==> src/rtl/n64_cmd_tx.sv <==
// N64 joybus command transmitter: serialises 1..MAX_BYTES command bytes (byte 0 first,
// MSB first) plus one stop bit, using a low / data / high slot waveform.
module n64_cmd_tx #(
    parameter int T_LOW     = 100,
    parameter int T_DATA    = 300,
    parameter int T_BIT     = 400,
    parameter int MAX_BYTES = 4,
    parameter int LW        = $clog2(MAX_BYTES + 1)
) (
    input  logic                   clk,
    input  logic                   rst_n,
    input  logic [8*MAX_BYTES-1:0] cmd_data,
    input  logic [LW-1:0]          cmd_len,
    input  logic                   start,
    output logic                   data_out,
    output logic                   writing_data,
    output logic                   done,
    output logic                   len_err
);
    localparam int SW = $clog2(T_BIT);
    localparam int BW = $clog2(8 * MAX_BYTES + 1);
    localparam int DW = 8 * MAX_BYTES;

    typedef enum logic [1:0] {IDLE, SEND, STOP} state_t;

    state_t          state, state_d;
    logic [SW-1:0]   slot_cnt, slot_d;
    logic [BW-1:0]   bit_idx, bit_d;
    logic [DW-1:0]   shreg, sh_d;
    logic [LW-1:0]   len, len_d;
    logic [DW-1:0]   ordered;
    logic            data_d, writing_d, done_d, len_err_d;
    logic            legal, slot_end, last_bit, bit_val;

    // Reorder so the shift register MSB is always the next bit on the wire.
    always_comb begin
        ordered = '0;
        for (int k = 0; k < MAX_BYTES; k++) begin
            ordered[DW-1-8*k -: 8] = cmd_data[8*k +: 8];
        end
    end

    assign legal    = (cmd_len != '0) && (cmd_len <= LW'(MAX_BYTES));
    assign slot_end = (slot_cnt == SW'(T_BIT - 1));
    assign last_bit = (bit_idx == (BW'({len, 3'b000}) - BW'(1)));

    always_comb begin
        state_d   = state;
        slot_d    = slot_cnt;
        bit_d     = bit_idx;
        sh_d      = shreg;
        len_d     = len;
        done_d    = 1'b0;
        len_err_d = 1'b0;
        case (state)
            IDLE: begin
                if (start) begin
                    if (legal) begin
                        state_d = SEND;
                        slot_d  = '0;
                        bit_d   = '0;
                        sh_d    = ordered;
                        len_d   = cmd_len;
                    end else begin
                        len_err_d = 1'b1;
                    end
                end
            end
            SEND: begin
                if (slot_end) begin
                    slot_d = '0;
                    if (last_bit) begin
                        state_d = STOP;
                    end else begin
                        bit_d = bit_idx + 1'b1;
                        sh_d  = {shreg[DW-2:0], 1'b0};
                    end
                end else begin
                    slot_d = slot_cnt + 1'b1;
                end
            end
            STOP: begin
                if (slot_end) begin
                    slot_d  = '0;
                    state_d = IDLE;
                    done_d  = 1'b1;
                end else begin
                    slot_d = slot_cnt + 1'b1;
                end
            end
            default: state_d = IDLE;
        endcase

        // Line level is derived from next-cycle state so the register tracks slot_cnt exactly.
        bit_val   = (state_d == SEND) ? sh_d[DW-1] : 1'b1;
        writing_d = (state_d != IDLE);
        if (!writing_d) begin
            data_d = 1'b1;
        end else if (slot_d < SW'(T_LOW)) begin
            data_d = 1'b0;
        end else if (slot_d < SW'(T_DATA)) begin
            data_d = bit_val;
        end else begin
            data_d = 1'b1;
        end
    end

    always_ff @(posedge clk or negedge rst_n) begin
        if (!rst_n) begin
            state        <= IDLE;
            slot_cnt     <= '0;
            bit_idx      <= '0;
            shreg        <= '0;
            len          <= '0;
            data_out     <= 1'b1;
            writing_data <= 1'b0;
            done         <= 1'b0;
            len_err      <= 1'b0;
        end else begin
            state        <= state_d;
            slot_cnt     <= slot_d;
            bit_idx      <= bit_d;
            shreg        <= sh_d;
            len          <= len_d;
            data_out     <= data_d;
            writing_data <= writing_d;
            done         <= done_d;
            len_err      <= len_err_d;
        end
    end
endmodule

==> config.mk <==
export PLATFORM = sky130hd
export DESIGN_NAME = n64_cmd_tx
export DESIGN_NICKNAME = d
export VERILOG_FILES = /design/src/rtl/n64_cmd_tx.sv
export SDC_FILE = /design/constraint.sdc
export NUM_CORES = 1
export LEC_CHECK = 0
export BUFFER_PORTS_ARGS = -buffer_cell sky130_fd_sc_hd__buf_2
export CAP_MARGIN = 20
export CORE_MARGIN = 2
export CORE_UTILIZATION = 40
export CTS_CLUSTER_SIZE = 24
export DETAILED_ROUTE_END_ITERATION = 10
export PLACE_DENSITY = 0.65
export SETUP_SLACK_MARGIN = 0.3
export SYNTH_ARGS = -nofsm -noshare
export SYNTH_HDL_FRONTEND = slang
export SYNTH_SLANG_ARGS = --single-unit
==> constraint.sdc <==
create_clock -name clk -period 6.5 [get_ports clk]
set_input_delay 0.325 -clock clk [delete_from_list [all_inputs] [get_ports clk]]
set_output_delay 0.325 -clock clk [all_outputs]
set_load 0.03 [all_outputs]
[Yosys cells after proc, flatten, opt, wreduce, memory -nomap -nowiden]
Cells that the tools add are included.
Word-level totals
  output and inout bits: 4
  logic and storage cells: 62
  bits of input ports: 38
  flip-flop bits (word level): 56
Cells by class
  add/sub/neg operators: 3
  reduce and logical (&&, ||, !) cells: 8
  muxes and demuxes: 29
  eq/ne operators: 9
  $lt $le $gt $ge: 3
Operator list (count)
  $mux 32: 4
  $pmux 32 s2: 1
  $mux 9: 3
  $mux 6: 4
  $pmux 9 s2: 1
  $pmux 6 s2: 1
  $mux 2: 5
  $add 9x1->9 const B: 1
  $eq 9x9->1 const B: 1
  $lt 9x7->1 const B: 1
  $lt 9x9->1 const B: 1
  $mux 1: 9
  $ne 2x2->1 const B: 4
  $add 6x1->6 const B: 1
  $eq 6x6->1: 1
  $pmux 2 s3: 1
  $sub 6x1->6 const B: 1
  $reduce_and 5->1: 1
  $eq 2x1->1 const B: 2
  $reduce_bool 2->1: 2
  $le 3x3->1 const B: 1
  $reduce_and 3->1: 1
  $reduce_bool 3->1: 1
  $eq 2x2->1 const B: 1
  3 further kinds: 3

[Depth between registers and ports, before layout]
Gate-level depths: netlist of run 1.
  word-level depth: 10
  mapped depth: 10
  gate-level depth less buffers: 9

[Worst setup path before layout of run 1]
No wires, ideal clock.
  path kind: reg2reg
  from: register slot_cnt[0]
  to: register shreg[24]
  arrival: 2017 ps
  library setup time: 134 ps
  clock period less this slack: 2151 ps
  cell stages (with the launch flop): 10
  slack: 4349 ps
  data required time: 6366 ps
  path buffers: 2
  cells stage by stage: dfrtp_1 -> ha_1 -> nand3_1 -> or3_4 -> nor3_4 -> o21ai_2 -> buf_2 -> buf_2 -> nand2_1 -> o21ai_0
Between the ends
  word-level cells in the longest chain between the ends: 3
RTL lines
  start, declared: line 27  | logic [SW-1:0] slot_cnt, slot_d;
  start signal, assigned: line 121  | slot_cnt <= slot_d;
  $eq 9x9->1: line 44  | assign slot_end = (slot_cnt == SW'(T_BIT - 1));
  $ne 2x2->1 (no line)
  $reduce_and 5->1 (no line)
  end signal, assigned: line 113  | shreg <= '0;
  end signal, assigned: line 123  | shreg <= sh_d;
  end, declared: line 29  | logic [DW-1:0] shreg, sh_d;
Every way passes these cells.
A chain may end at the register's enable or synchronous reset.

[Final worst setup path of run 1]
  from: register slot_cnt[0]
  to: register bit_idx[3]
Between the ends
  word-level cells in the longest chain between the ends: 3
RTL lines
  $eq 9x9->1: line 44
  $ne 2x2->1 (no line)
  $reduce_and 5->1 (no line)
  end signal, assigned: line 122  | bit_idx <= bit_d;
  end, declared: line 28  | logic [BW-1:0] bit_idx, bit_d;
Every way passes these cells.

==> results.ini, run 1 <==
[outcome]
status=finished clean

[global_routing]
grt_pass1_vias=2228
grt_max_degree=71
grt_pass1_wl_um=9920
overflow=0
grtUsageTotal=0.162
antenna_found_initial=0

[drt]
vias_per_cell=5.30
m1WireLength_um=2780
drc=0
first_pass_iters=4
route.met3.wl_um=262
antenna_left=0
vias=2286
drt-wirelength-per-cell_um=13.5
topRoutingLayerUsed=met4
wl_met2_um=2670
wl_um=5830
dr.first_iter.drc_count=123

[setup_path]
cp_max_fo=70
crit_required_ns=6.74
r2r_slack_ns=3.62
reg2reg_to=bit_idx[3]
path_class=reg -> reg
setup.worst_path.start=slot_cnt[0]
r2r_cells=9
crit_end=bit_idx[3]
setup.worst_path.start_class=flop
worstSetupEndpointType=flop
rr_startpoint=slot_cnt[0]
arrival_ns=3.12

[yosys]
syn_area_um2=2830
ys_seq_elements=56
synth_ff_type=dfrtp_1
synth_cells=298
ys_seq_area_frac=0.495
synth_cell_types=53
syn-num-nets=343
avgSynthCellArea_um2=9.51
ys.warnings.count=0
synth_edf_count=0
async_flop_share=1.00

[clock_tree]
cts_made_buffers=5
cts.repair.resized=0
cts_setup_buffers=0
clockBufferDepth=2
clock_latency_ns=0.31
htree_levels=2
cts_hold_buf=0
root_buffer=clkbuf_8
clock-sinks=56
cts_tree=yes
path_clk_slew_ns=0.10

[min_path]
holdCritPathClass=in -> async

[pwr]
power.internal_w=0.000434
p_clk_frac=0.345
switching_share=0.230
switching_power_w=0.000130
vdd_drop_max_v=0.0000943
power_frac_seq=0.618
power_leakage_nw=1.39
p_comb_frac=0.038
power.density_nw_per_um2=175

[timing]
fmaxAchievable_mhz=347
grt_setup_unrepaired=no
fin_ws_ns=3.62
worstMarginPinSlew_ns=0.704
clock_skew_ns=0.00479
hold_viol_final=0
fin_crit_ns=2.88
finalCritPeriodShare=0.443
setup_viol=0
slew_viol_final=0
setup_tns_ns=0
slew_headroom=0.530

[placed_design]
gp_congestion=0.813
dp_hpwl_um=3930
io_buffers=41
place_ws_ns=3.64

[floorplanning]
initial_core_util=0.415
fp.dieArea_um2=7770
die_h_um=88.2
core_area_um2=6830
io_pins=42
die_width_um=88.2
fp-row-count=30

[final_layout]
area_delta_synth_final_pct=13.7
nets=379
n_antenna_cell=0
layout-drive-gt1-share=0.179

[run]
maxCapViolations=0

cells by family after synthesis:
group,Yosys count,share of synthesized area
AOI/OAI and AO/OA,108,0.249
xor gates and xnor gates,5,0.0203
adders and majority gates,7,0.0309
buffers and inverters,30,0.0415
DFF,56,0.495
muxes,1,0.00353
and+or+nand+nor,91,0.160
power by group through the flow:
stage	Clock, W	Combinational, W	Sequential (W)
6_report	0.000194	0.0000211	0.000348
5_1_grt	0.000219	0.0000242	0.000348
4_1_cts	0.000202	0.0000222	0.000348
3_5_place_dp	0	0.0000221	0.000355
3_3_place_gp	0	0.0000221	0.000355
2_1_floorplan	0	0.00000156	0.000355
registers in the layout, summed over array words and instances, names as in the netlist:
| register | cells |
|---|---|
| done | 1 |
| slot_cnt | 9 |
| shreg | 32 |
| len_err | 1 |
| bit_idx | 6 |
| state | 2 |
| data_out | 1 |
| writing_data | 1 |
| len | 3 |
layer usage:
metal / GRT usage / vias to the layer above
met3: 0.0311 / 11
li1: - / 1158
met5: 0 / -
met4: 0.0620 / 0
met1: 0.219 / 1065
met2: 0.260 / 52
cell type report:
class / count / area (um^2)
clock buffers: 6 / 72.6
clock inverters: 2 / 16.3
fillers: 687 / 3610
inverters: 14 / 52.6
multi-input cells: 212 / 1320
flip-flops and latches: 56 / 1400
well taps: 96 / 120
repair buffers: 45 / 235
worst min path at each step:
| stage | slack [ns] | depth (start not counted) | end |
|---|---|---|---|
| global route | 0.20 | 2 | slot_cnt[4] |
| floorplan | 0.03 | 0 | bit_idx[0] |
| finish | 0.14 | 2 | slot_cnt[4] |
| CTS | 0.17 | 2 | slot_cnt[4] |
| global placement | 0.46 | 2 | shreg[31] |
| detailed placement | 0.47 | 2 | shreg[31] |
per-stage QoR:
step	cells	hold WS (ns)	utilization	area, um^2	total power (W)
5_1_grt	431	0.201	0.472	3220	0.000591
6_report	431	0.137	0.472	3220	0.000564
4_1_cts	431	0.172	0.472	3220	0.000573
3_3_place_gp	423	0.461	0.459	3130	0.000377
2_1_floorplan	298	0.0294	-	2830	0.000357
3_5_place_dp	423	0.467	0.459	3130	0.000377
Yosys cell counts, drive strengths merged, types with 2 or more instances:
cell type	number	area share
a22oi	31	0.082
a31oi	3	0.0088
ha	7	0.031
nor2	6	0.0079
buf	4	0.0071
nor3	5	0.013
a21oi	5	0.0088
and2	3	0.0066
and3	2	0.0044
o2111ai	3	0.0093
inv	14	0.019
nand3	5	0.0088
o21a	3	0.0079
nor4	2	0.0044
nand2	51	0.068
clkbuf	12	0.016
dfrtp	55	0.49
xor2	3	0.0093
nand3b	2	0.0053
o21ai	48	0.086
or3	5	0.013
o31ai	2	0.0053
worst max-delay path, stage by stage, from the launching register on:
cell	delay [ns]
dfrtp_1	0.41
ha_1	0.19
nand3_1	0.26
or3_4	0.45
nor3_4	0.16
buf_4	0.37
o21ai_4	0.09
buf_4	0.31
or3_1	0.41
a21oi_1	0.14
placed cells by master, fill, tap and decap left out, types with 3 or more instances in the layout:
cell / Yosys / routed
nand2_1: 51 / 51
nand3_1: 5 / 5
and2_1: 3 / 3
nor2_1: 6 / 5
buf_4: 0 / 4
ha_1: 7 / 7
a22oi_1: 31 / 31
nor3_1: 4 / 4
clkbuf_8: 0 / 5
buf_2: 4 / 41
a21oi_1: 5 / 5
o21ai_0: 47 / 47
o21a_1: 3 / 3
inv_1: 14 / 14
or3_1: 4 / 4
o2111ai_1: 3 / 3
xor2_1: 3 / 3
dfrtp_1: 55 / 55
(Power assumes the default switching activity.)
==> run 2, diff against run 1 <==
--- a/config.mk
+++ b/config.mk
@@ -11,7 +11,7 @@
 export CORE_UTILIZATION = 40
 export CTS_CLUSTER_SIZE = 24
 export DETAILED_ROUTE_END_ITERATION = 10
-export PLACE_DENSITY = 0.65
+export PLACE_DENSITY = 0.68
 export SETUP_SLACK_MARGIN = 0.3
 export SYNTH_ARGS = -nofsm -noshare
 export SYNTH_HDL_FRONTEND = slang
==> constraint.sdc (replaced) <==
create_clock -name clk -period 2.6 [get_ports clk]
set_input_delay 0.13 -clock clk [delete_from_list [all_inputs] [get_ports clk]]
set_output_delay 0.13 -clock clk [all_outputs]
set_load 0.03 [all_outputs]
==> run 2 against run 1 <==
  * Register-to-register slack worse by 3.2 ns
  * Maximum frequency is 31% higher
  * Combinational power rose to 2.6 times the previous value
  * Clock skew increased by 0.0055 ns
  * Worst hold slack got worse by 0.12 ns
  * Sequential cell count is the same
  * Die area is the same
  * Critical endpoint is now bit_idx[2]
==> results.ini, run 2 (synthesized netlist as in run 1, its figures left out) <==
[placed_design]
dp_hpwl_um=4190  ; was 3930 um
placed_area_um2=3160  ; was 3130 um^2
gp_congestion=0.858  ; was 0.813
place_ws_ns=0.191  ; was 3.64 ns
io_buffers=41  ; unchanged

[timing]
fin_ws_ns=0.404  ; was 3.62 ns
worstMarginPinSlew_ns=0.583  ; was 0.704 ns
finalCritPeriodShare=0.845  ; was 0.443
clock_skew_ns=0.0103  ; was 0.00479 ns
slew_viol_final=0  ; unchanged
hold_viol_final=0  ; unchanged
setup_viol=0  ; unchanged
slew_headroom=0.609  ; was 0.530
setup_tns_ns=0  ; unchanged
fmaxAchievable_mhz=455  ; was 347 MHz
grt_setup_unrepaired=no  ; unchanged
fin_crit_ns=2.20  ; was 2.88 ns

[run]
maxCapViolations=0  ; unchanged

[drt]
dr.first_iter.drc_count=134  ; was 123
vias=2380  ; was 2,286
first_pass_iters=4  ; unchanged
vias_per_cell=5.38  ; was 5.30
drc=0  ; unchanged
drt-wirelength-per-cell_um=14.4  ; was 13.5 um
antenna_left=0  ; unchanged
wl_um=6360  ; was 5830 um

[final_layout]
fill_cells=649  ; was 687
nets=390  ; was 379
n_antenna_cell=0  ; unchanged
largest_reg_flops=32  ; unchanged
layout_common_cells=dfrtp_1, nand2_1, o21ai_0  ; unchanged
reg.largest.list=shreg x32, slot_cnt x9, bit_idx x6  ; unchanged
mostFrequentLayoutCell=dfrtp_1  ; unchanged
layout-drive-gt1-share=0.225  ; was 0.179
postLayoutCellArea_um2=3410  ; was 3220 um^2
area_delta_synth_final_pct=20.3  ; was 13.7%
top_register=shreg  ; unchanged

[setup_path]
path_class=reg -> reg  ; unchanged
crit_required_ns=2.84  ; was 6.74 ns
arrival_ns=2.44  ; was 3.12 ns
setup.worst_path.start_class=flop  ; unchanged
cp_cell_sequence=nand4bb_4 > or3_4 > nor3_4 > o21ai_4 > or3_1 > a21oi_1  ; was ha_1 > nand3_1 > or3_4 > nor3_4 > buf_4 > o21ai_4 > buf_4 > or3_1 > a21oi_1
slowest_stage=dfrtp_1  ; was or3_4
cp_max_fo=7  ; was 70
worstSetupEndpointType=flop  ; unchanged
max_stage_delay_ns=0.45  ; about the same

[clock_tree]
clock-sinks=56  ; unchanged
clockBufferDepth=2  ; unchanged
path_clk_slew_ns=0.11  ; was 0.10 ns
cts_made_buffers=5  ; unchanged
root_buffer=clkbuf_8  ; unchanged
htree_levels=2  ; unchanged
cts_tree=yes  ; unchanged
clock_latency_ns=0.32  ; was 0.31 ns

[global_routing]
grtUsageTotal=0.170  ; was 0.162
grt_pass1_wl_um=10400  ; was 9920 um
grt_max_degree=51  ; was 71
overflow=0  ; unchanged
antenna_found_initial=0  ; unchanged
grt_pass1_vias=2219  ; was 2,228

[pwr]
power_leakage_nw=1.48  ; was 1.39 nW
power.density_nw_per_um2=422  ; was 175 nW/um^2
vdd_drop_max_v=0.000215  ; was 0.0000943 V
p_total_w=0.00144  ; was 0.000564 W

[floorplanning]
initial_core_util=0.415  ; unchanged
io_pins=42  ; unchanged
die_h_um=88.2  ; unchanged
core_area_um2=6830  ; unchanged
fp-row-count=30  ; unchanged
fp.dieArea_um2=7770  ; unchanged
die_width_um=88.2  ; unchanged

[min_path]
holdCritPathClass=in -> reg  ; was in -> async

[outcome]
status=finished clean  ; unchanged

## run 2: cell types whose count changed in the layout (fill, tap and decap cells not counted), sizes merged
cell	previous run	this run
buf	45	53
dlygate4sd3	0	1
inv	14	15
o21ai	48	49
## run 2: path summary, 6_finish.rpt
kind / from / endpoint / slack [ns] / depth (start not counted)
worst min-delay path: cmd_len[1] / len[2] / 0.02 / 2
min in group asynchronous: rst_n / len[1] / 0.22 / 2
max in group asynchronous: rst_n / data_out / 1.75 / 3
worst max register to register: slot_cnt[6] / bit_idx[2] / 0.40 / 6
worst min register to register: shreg[31] / shreg[31] / 0.49 / 2
worst max-delay path: slot_cnt[6] / bit_idx[2] / 0.40 / 6
## run 2: area by class of cell
class / count / area (um^2) / share of cell area
Timing Repair Buffer: 55 / 350 / 0.103
Sequential cell: 56 / 1400 / 0.412
Clock buffer: 5 / 68.8 / 0.0202
Clock inverter: 3 / 27.5 / 0.00808
Inverter: 14 / 52.6 / 0.0154
Multi-Input combinational cell: 213 / 1390 / 0.407
Tap cell: 96 / 120 / 0.0352
## run 2: repair_timing
item | CTS | global route
gates cloned | 0 | 2
pin swaps | 1 | 4
setup endpoints to repair | 29 | 31
hold buffers | 1 | 0
buffers inserted | 0 | 5
hold endpoints to repair | 12 | 0
resized for setup | 6 | 12
## run 2: layer usage
| metal | routed length [um] | part of all wire | track usage | vias up |
|---|---|---|---|---|
| met5 | 0 | 0 | 0 | - |
| met4 | 107 | 0.017 | 0.0510 | 0 |
| met3 | 344 | 0.054 | 0.0490 | 10 |
| met2 | 2980 | 0.47 | 0.278 | 61 |
| met1 | 2920 | 0.46 | 0.221 | 1131 |
| li1 | - | - | - | 1178 |
## run 2: where the power goes
group          switching (W)  internal (W)  total [W]
Sequential                 0      0.000870   0.000870
Combinational      0.0000319     0.0000241  0.0000559
Clock               0.000312      0.000199   0.000511
## run 2: metrics by stage
stage / hold slack (ns) / instances / util
4_1_cts: 0.0152 / 435 / 0.482
6_report: 0.0204 / 442 / 0.499
5_1_grt: 0.0274 / 442 / 0.499
3_5_place_dp: 0.0482 / 426 / 0.462
3_3_place_gp: 0.0474 / 426 / 0.462
2_1_floorplan: -0.166 / 298 / -
## run 2: worst max-delay path, delay by kind of cell (launching register included)
kind	cells	cell delay, ns
and+or+nand+nor	4	1.37
AOI/OAI and AO/OA	2	0.29
DFF	1	0.45
